--- src/rtl/game_pkg.sv ---
// rtl/game_pkg.sv - shared state/screen types and default frame constants for game_flow_ctl
package game_pkg;

    typedef enum logic [2:0] {
        READY     = 3'd0,
        START     = 3'd1,
        PLAY      = 3'd2,
        WIN_HOLD  = 3'd3,
        LOSE_HOLD = 3'd4,
        RESTART   = 3'd5
    } state_t;

    typedef enum logic [1:0] {
        SCR_GAME = 2'd0,
        SCR_WIN  = 2'd1,
        SCR_LOSE = 2'd2
    } screen_t;

    localparam int DEF_START_HOLD_FRAMES = 60;
    localparam int DEF_END_HOLD_FRAMES   = 180;
    localparam int DEF_CNT_W             = 8;

endpackage

--- src/rtl/game_flow_ctl_if.sv ---
// rtl/game_flow_ctl_if.sv - signal bundle between the game logic / timing chain and game_flow_ctl
interface game_flow_ctl_if;

    logic       vblnk_in;
    logic       game_won;
    logic       game_lost;
    logic       button_shoot;
    logic [1:0] screen_sel;
    logic       game_run;
    logic       game_restart;
    logic       frame_tick;
    logic [2:0] state_dbg;

    modport master (
        output vblnk_in, game_won, game_lost, button_shoot,
        input  screen_sel, game_run, game_restart, frame_tick, state_dbg
    );

    modport slave (
        input  vblnk_in, game_won, game_lost, button_shoot,
        output screen_sel, game_run, game_restart, frame_tick, state_dbg
    );

endinterface

--- src/rtl/rise_detect.sv ---
// rtl/rise_detect.sv - registered one-cycle pulse on a 0->1 transition of a sampled level
module rise_detect (
    input  logic clk,
    input  logic rst_n,
    input  logic d,
    output logic pulse
);

    logic d_q;

    always_ff @(posedge clk or negedge rst_n) begin
        if (!rst_n) begin
            d_q   <= 1'b0;
            pulse <= 1'b0;
        end else begin
            d_q   <= d;
            pulse <= d & ~d_q;
        end
    end

endmodule

--- src/rtl/game_flow_ctl.sv ---
// rtl/game_flow_ctl.sv - frame-synchronous game sequencer and screen select (option: GAME_FLOW_AUTO_RESTART_EN)
module game_flow_ctl
    import game_pkg::*;
#(
    parameter int START_HOLD_FRAMES = DEF_START_HOLD_FRAMES,
    parameter int END_HOLD_FRAMES   = DEF_END_HOLD_FRAMES,
    parameter int CNT_W             = DEF_CNT_W
) (
    input  logic            clk,
    input  logic            rst_n,
    game_flow_ctl_if.slave  bus
);

    localparam logic [CNT_W-1:0] START_LAST = CNT_W'(START_HOLD_FRAMES - 1);
    localparam logic [CNT_W-1:0] END_SAT    = CNT_W'(END_HOLD_FRAMES);
    localparam logic [CNT_W-1:0] CNT_ONE    = CNT_W'(1);

    logic             frame_tick;
    logic             shoot_edge;
    state_t           state;
    screen_t          screen_q;
    logic             run_q;
    logic             restart_q;
    logic             pending;
    logic             pending_lose;
    logic [CNT_W-1:0] frame_cnt;
    logic             end_sat;
    logic             auto_restart;

    rise_detect u_vblnk_rise (
        .clk   (clk),
        .rst_n (rst_n),
        .d     (bus.vblnk_in),
        .pulse (frame_tick)
    );

    rise_detect u_shoot_rise (
        .clk   (clk),
        .rst_n (rst_n),
        .d     (bus.button_shoot),
        .pulse (shoot_edge)
    );

    assign end_sat = (frame_cnt == END_SAT);

    // Auto restart fires on the tick that takes the counter to saturation.
`ifdef GAME_FLOW_AUTO_RESTART_EN
    assign auto_restart = (frame_cnt == (END_SAT - CNT_ONE));
`else
    assign auto_restart = 1'b0;
`endif

    always_ff @(posedge clk or negedge rst_n) begin
        if (!rst_n) begin
            state        <= READY;
            screen_q     <= SCR_GAME;
            run_q        <= 1'b0;
            restart_q    <= 1'b0;
            pending      <= 1'b0;
            pending_lose <= 1'b0;
            frame_cnt    <= '0;
        end else begin
            restart_q <= 1'b0;
            case (state)
                READY: begin
                    run_q <= 1'b0;
                    if (shoot_edge) begin
                        state     <= START;
                        frame_cnt <= '0;
                    end
                end
                START: begin
                    if (frame_tick) begin
                        screen_q <= SCR_GAME;
                        if (frame_cnt == START_LAST) begin
                            state <= PLAY;
                            run_q <= 1'b1;
                        end else begin
                            frame_cnt <= frame_cnt + CNT_ONE;
                        end
                    end
                end
                PLAY: begin
                    // An event seen in the same cycle as a tick only becomes pending, so it waits a frame.
                    if (frame_tick && pending) begin
                        state     <= pending_lose ? LOSE_HOLD : WIN_HOLD;
                        screen_q  <= pending_lose ? SCR_LOSE : SCR_WIN;
                        frame_cnt <= '0;
                    end else if (bus.game_won || bus.game_lost) begin
                        pending      <= 1'b1;
                        pending_lose <= pending_lose | bus.game_lost;
                        run_q        <= 1'b0;
                    end
                end
                WIN_HOLD, LOSE_HOLD: begin
                    if (shoot_edge && end_sat) begin
                        state     <= RESTART;
                        restart_q <= 1'b1;
                    end else if (frame_tick && !end_sat) begin
                        frame_cnt <= frame_cnt + CNT_ONE;
                        if (auto_restart) begin
                            state     <= RESTART;
                            restart_q <= 1'b1;
                        end
                    end
                end
                RESTART: begin
                    state        <= START;
                    frame_cnt    <= '0;
                    pending      <= 1'b0;
                    pending_lose <= 1'b0;
                    if (frame_tick) begin
                        screen_q <= SCR_GAME;
                    end
                end
                default: begin
                    state        <= READY;
                    run_q        <= 1'b0;
                    frame_cnt    <= '0;
                    pending      <= 1'b0;
                    pending_lose <= 1'b0;
                end
            endcase
        end
    end

    assign bus.screen_sel   = screen_q;
    assign bus.game_run     = run_q;
    assign bus.game_restart = restart_q;
    assign bus.frame_tick   = frame_tick;
    assign bus.state_dbg    = state;

endmodule
--- src/flat_wrapper.sv ---
// flat-port wrapper written by rule: the top's interface ports become plain ports
module game_flow_ctl_flat import game_pkg::*;
#(
    parameter int START_HOLD_FRAMES = DEF_START_HOLD_FRAMES,
    parameter int END_HOLD_FRAMES   = DEF_END_HOLD_FRAMES,
    parameter int CNT_W             = DEF_CNT_W
)
  (clk, rst_n, bus_vblnk_in, bus_game_won, bus_game_lost, bus_button_shoot, bus_screen_sel, bus_game_run, bus_game_restart, bus_frame_tick, bus_state_dbg);
  game_flow_ctl_if bus_i ();
  input  logic clk;
  input  logic rst_n;
  input wire logic [$bits(bus_i.vblnk_in)-1:0] bus_vblnk_in;
  input wire logic [$bits(bus_i.game_won)-1:0] bus_game_won;
  input wire logic [$bits(bus_i.game_lost)-1:0] bus_game_lost;
  input wire logic [$bits(bus_i.button_shoot)-1:0] bus_button_shoot;
  output wire logic [$bits(bus_i.screen_sel)-1:0] bus_screen_sel;
  output wire logic [$bits(bus_i.game_run)-1:0] bus_game_run;
  output wire logic [$bits(bus_i.game_restart)-1:0] bus_game_restart;
  output wire logic [$bits(bus_i.frame_tick)-1:0] bus_frame_tick;
  output wire logic [$bits(bus_i.state_dbg)-1:0] bus_state_dbg;
  assign bus_i.vblnk_in = bus_vblnk_in;
  assign bus_i.game_won = bus_game_won;
  assign bus_i.game_lost = bus_game_lost;
  assign bus_i.button_shoot = bus_button_shoot;
  assign bus_screen_sel = bus_i.screen_sel;
  assign bus_game_run = bus_i.game_run;
  assign bus_game_restart = bus_i.game_restart;
  assign bus_frame_tick = bus_i.frame_tick;
  assign bus_state_dbg = bus_i.state_dbg;
  game_flow_ctl #(.START_HOLD_FRAMES(START_HOLD_FRAMES), .END_HOLD_FRAMES(END_HOLD_FRAMES), .CNT_W(CNT_W)) u_core (.clk(clk), .rst_n(rst_n), .bus(bus_i));
endmodule
--- config.mk ---
export PLATFORM = sky130hd
export DESIGN_NAME = game_flow_ctl_flat
export DESIGN_NICKNAME = d
export VERILOG_FILES = /design/src/rtl/game_pkg.sv /design/src/rtl/game_flow_ctl_if.sv /design/src/rtl/rise_detect.sv /design/src/rtl/game_flow_ctl.sv /design/src/flat_wrapper.sv
export SDC_FILE = /design/constraint.sdc
export NUM_CORES = 1
export LEC_CHECK = 0
export CAP_MARGIN = 10
export CORE_MARGIN = 10
export CORE_UTILIZATION = 55
export DETAILED_ROUTE_END_ITERATION = 12
export DONT_BUFFER_PORTS = 1
export PLACE_DENSITY = 0.79
export SLEW_MARGIN = 25
export SYNTH_ARGS = -nofsm -noshare
export SYNTH_HDL_FRONTEND = slang
export SYNTH_SLANG_ARGS = --single-unit
--- constraint.sdc ---
create_clock -name clk -period 2.18 [get_ports clk]
set_clock_uncertainty 0.1 [all_clocks]
set_input_delay 0.109 -clock clk [delete_from_list [all_inputs] [get_ports clk]]
set_output_delay 0.109 -clock clk [all_outputs]
set_load 0.01 [all_outputs]
* Word-level counts from Yosys, hierarchy flattened *
Cells that the tools add are included.

operators by class
  bitwise gates (word level) = 7
  muxes and demuxes = 31
  reductions and logical operators = 16
  eq/ne operators = 18
  add/sub/neg operators = 1

operators with widths
  operator               count
  $mux W8                6
  $pmux W8 S4            1
  $mux W3                6
  $pmux W3 S5            1
  $ne A2 B1 Y1 const B   6
  $mux W1                10
  $ne A2 B2 Y1 const B   5
  $reduce_and A5 Y1      2
  $add A8 B1 Y8 const B  1
  $eq A8 B6 Y1 const B   1
  $eq A8 B8 Y1 const B   1
  $eq A3 B2 Y1 const B   2
  $eq A3 B3 Y1 const B   2
  $mux W2                3
  $reduce_and A3 Y1      2
  $reduce_and A6 Y1      1
  $not A1 Y1             4
  $pmux W1 S2            2
  $pmux W2 S2            1
  $reduce_or A2 Y1       2
  $reduce_or A4 Y1       1
  $eq A3 B1 Y1 const B   1
  $logic_and A1 B1 Y1    3
  $logic_not A3 Y1       1
  other kinds (7)        8

word-level totals
  output and inout port bits = 8
  logic and storage cells = 84
  input port bits = 6
  bits in registers = 21

* Logic depth before layout (Yosys ltp) *
  depth in word-level cells = 6
  depth in mapped cells = 9
  gate-level depth less buffers = 7

* Cells and area by module *
A second synthesis with hierarchy kept.

unflattened totals
  cell total of the unflattened synthesis = 121
  area total of the unflattened synthesis = 1,186.1 sq um

by module, submodules not included
  module         area each (sq um)  instances  cells each
  game_flow_ctl  1,058.5            1          115
  rise_detect    63.8               2          3

* Least setup slack after synthesis *
OpenSTA, ideal clock, no wires.

  kind = reg2reg
  start = reg u_core.frame_cnt[0]
  end = reg u_core.frame_cnt[4]
  library setup time = 104 ps
  cell stages (with the launch flop) = 10
  path buffers = 2
  slack = 248 ps
  required time = 1,976 ps
  clock period less this slack = 1,932 ps
  data arrival time = 1,729 ps
  path through = dfrtp_1 > inv_1 > ha_1 > nand4b_1 > o21ai_1 > a22o_1 > buf_6 > or2_1 > buf_6 > o41ai_2

between the ends
  longest elaborated chain between the ends = 5

ends and longest elaborated chain
  element                                                                RTL line              RTL
  start: declaration                                                     game_flow_ctl.sv:26   logic [CNT_W-1:0] frame_cnt;
  start signal: assignment                                               game_flow_ctl.sv:79   frame_cnt <= frame_cnt + CNT_ONE;
  start signal: assignment                                               game_flow_ctl.sv:100  frame_cnt <= frame_cnt + CNT_ONE;
  parallel branches: the longest is 5 deep, another holds $add A8 B1 Y8  n/a

Several ways; the timed one is not identified. The select of a mux whose other input is x is not followed.
A chain may end at the register's enable or synchronous reset.

* Worst setup path in the final report *
  start = reg u_core.frame_cnt[1]
  end = reg u_core.frame_cnt[3]

Same word-level chain as after synthesis.

==> results.toml <==
[layout]
final-seq-area_um2 = 526
fill_cells = 149
diodes = 0
flow.area_growth_from_synthesis_pct = 12.7
finalNetCount = 143
combined_area_of_the_multi_input_logic_cells_um2 = 567
final_design_area_no_fill_um2 = 1300
fin_util_pct = 65.7
stdcell_count = 161
layout_common_cells = "21 x sky130_fd_sc_hd__dfrtp_1, 12 x sky130_fd_sc_hd__nand2_1, 12 x sky130_fd_sc_hd__o21ai_0, 12 x sky130_fd_sc_hd__buf_4"
layout.cells.most_common = "sky130_fd_sc_hd__dfrtp_1"
share_of_post_route_cells_with_drive_strength_above_1_pct = 17.9

[power]
total_power_mw = 0.841
cellLeakagePower_nw = 0.573
power.switching_fraction_pct = 30.5
p_seq_share_pct = 56.2
p_clk_share_pct = 23.3
power_density_nw_per_um2 = 645
irDropWorstVdd_mv = 0.392
power.net_switching_mw = 0.256
share_comb_of_total_power_pct = 20.5
cellInternalPower_mw = 0.585

[flow_run]
drv.max_cap_violation_count = 0

[critical_path]
crit_path_top_delay_cell = "sky130_fd_sc_hd__or4b_1"
setup.worst_path.start = "u_core.frame_cnt[1]"
worst_ep_required_time_ns = 2.34
worst_r2r_startpoint = "u_core.frame_cnt[1]"
worst-path-max-fanout = 6
timing.critical_path.to_type = "flip-flop"
crit_family = "simple AND/OR/NAND/NOR gates"
critPathLaunchType = "flip-flop"
setup.worst_path.class = "flip-flop to flip-flop"
timing.critical_path.arrival_ns = 2.24
timing.critical_path.cells = "inv_1 > ha_1 > nand4b_1 > o21ai_1 > a22o_2 > buf_4 > or4b_1 > nand2_1"
slowest_stage_delay_on_critical_path_ns = 0.51
cp.buffers_inverters = 2

[die]
placeableCoreArea_um2 = 1980
core.rowCount = 16
die-width_um = 65.8
chipHeight_um = 65.8
die-area_um2 = 4340
floorplan.initialDensity_pct = 58.3
design.portCount = 14

[timing]
final_min_period_over_clock_period_pct = 95.2
setup_tns_ns = 0
timing_max_transition_violations_final = 0
post-route-min-period_ns = 2.08
slew_headroom_pct = 37.7
final-hold-violation-count = 0
fmaxAchievable_mhz = 482
tightestPinTransition_ns = 0.932
finalSetupViolCount = 0

[grt]
grt_pass1_wl_um = 4240
vias_in_the_first_global_route = 943
grt_start_max_net_pins = 22
gr-usage-all-layers_pct = 12.1
antenna_found_initial = 0
grt-ovfl-total = 0

[route]
vias = 986
wl_per_cell_um = 15.6
drt.antenna.violating_nets = 0
drt_drc_violations_left = 0
totalWireLength_um = 2510
initialDrtViolationCount = 34
vias_per_cell = 6.12
drt-pass1-iter-count = 4

[logic_synthesis]
synth_sequential_area_ratio_pct = 45.5
edff_count_synth = 0
syn_inst = 121
ys_seq_elements = 21
yosys_warnings = 0
synth_xor_xnor_area_share_pct = 0
yosys_most_used_dff = "sky130_fd_sc_hd__dfrtp_1"
combinational_family_with_the_most_area_after_synthesis = "compound AO/OA/AOI/OAI gates"
yosys.cell_types.count = 34
synth_area_um2 = 1160
synth_top_cells_by_area = "sky130_fd_sc_hd__dfrtp_1 45%, sky130_fd_sc_hd__o31ai_1 5.8%, sky130_fd_sc_hd__o41ai_2 5.6%"
muxShareOfSynthArea_pct = 0
yosys.area_share.adder_pct = 2.16
synth_compound_gate_area_share_pct = 24.4
synth_largest_type_area_fraction_pct = 45.5
synthArstFlopShare_pct = 100
syn_nets = 129
synth_area_leader_cell = "sky130_fd_sc_hd__dfrtp_1"
syn_area_per_cell_um2 = 9.55
synth_simple_gate_area_share_pct = 22.2

[clocking]
clkLatencyLatePin_ns = 0.31
cts_tree = "built"
clock_path_buffers = 2
numCtsBuffers = 3
clock_tree.htree_level_count = 1
cts.sinks = 21
cts_root_buffer = "sky130_fd_sc_hd__clkbuf_4"
clock_transition_time_at_the_flip_flop_clock_pins_of_the_worst_setup_and_hold_paths_ns = 0.12

[placement]
dp_cells = 151
dp.final_hpwl_um = 1820
detailed_place.area_um2 = 1220
portBuffers = 0
gp_routability_congestion = 0.834

[outcome]
status = "completed"

[worst_hold_path]
min-delay-path-class = "input port to flip-flop"
hold_path_startpoint = "bus_game_won"
[area by class of cell]
class / instances / share of cell area [%]
inverters: 5 / 1.44
flip-flops and latches: 21 / 40.3
repair buffers: 16 / 9.99
multi-input cells: 88 / 43.5
clock buffers: 3 / 1.73
clock inverters: 1 / 0.384
well taps: 27 / 2.59
[Yosys cell counts (all sizes together), types with 2 or more instances]
| master | n |
|---|---|
| dfrtp | 21 |
| o21ai | 15 |
| nand2 | 12 |
| nor2b | 9 |
| o31ai | 9 |
| buf | 7 |
| nor2 | 7 |
| inv | 5 |
| nand3 | 5 |
| o41ai | 5 |
| a21oi | 3 |
| or2 | 3 |
| and3 | 2 |
| ha | 2 |
| nor3 | 2 |
| nor3b | 2 |
[worst register-to-register path, cell delays in order (launching register included)]
cell,delay [ns]
sky130_fd_sc_hd__dfrtp_1,0.41
sky130_fd_sc_hd__inv_1,0.06
sky130_fd_sc_hd__ha_1,0.17
sky130_fd_sc_hd__nand4b_1,0.14
sky130_fd_sc_hd__o21ai_1,0.08
sky130_fd_sc_hd__a22o_2,0.31
sky130_fd_sc_hd__buf_4,0.16
sky130_fd_sc_hd__or4b_1,0.52
sky130_fd_sc_hd__nand2_1,0.07
[registers in the layout (all words and copies together), names as in the netlist]
signal and flops:
u_core.pending 1, u_core.bus.screen_sel 2, u_core.bus.game_run 1, u_core.bus.state_dbg 3
u_core.bus.game_restart 1, u_core.u_shoot_rise.pulse 1, u_core.u_shoot_rise.d_q 1, u_core.u_vblnk_rise.pulse 1
u_core.pending_lose 1, u_core.u_vblnk_rise.d_q 1, u_core.frame_cnt 8
[layer usage]
metal	vias up	wire, µm	track usage (%)	share of wire [%]
met1	478	1090	14.7	44
met5	-	0	0	0
met2	38	1160	18.5	46
met3	7	202	4.24	8.0
li1	463	-	-	-
met4	0	54	6.15	2.2
[worst paths after layout]
check                                             to  slack [ns]  cells after the start
setup reg to reg                 u_core.frame_cnt[3]        0.10                      8
max in group asynchronous    u_core.u_shoot_rise.d_q        1.15                      1
min in group asynchronous        u_core.pending_lose        0.27                      1
hold reg to reg            u_core.u_shoot_rise.pulse        0.31                      1
setup / recovery                 u_core.frame_cnt[3]        0.10                      8
hold / removal                        u_core.pending        0.02                      3
[timing repair]
action / in CTS / in global routing
buffers inserted: 0 / 2
endpoints found under the setup margin: 0 / 3
endpoints found under the hold margin: 26 / 0
hold buffers: 4 / 0
resized for setup: 0 / 2
[logic make-up (layout without fill, tap and decap cells)]
kind of cell,Yosys count,after routing
AOI/OAI and AO/OA,38,38
adders and majority gates,2,2
buffers and inverters,12,25
DFF,21,21
and+or+nand+nor,48,48
[power by group through the flow]
stage	Sequential [mW]	Combinational, mW	Clock [mW]
CTS	0.472	0.153	0.199
global placement	0.479	0.136	0
floorplan	0.473	0.100	0
finish	0.472	0.173	0.196
global route	0.481	0.196	0.212
detailed placement	0.480	0.139	0
[per-stage QoR]
step / setup slack, ns / hold slack, ns
after CTS: 0.100 / 0.0216
after global routing: -0.00320 / 0.0451
after detailed placement: 0.136 / -0.286
after floorplan: 0.248 / -0.287
final: 0.104 / 0.0167
after global placement: 0.198 / -0.286
No activity file was read; power rests on OpenSTA's default activity.
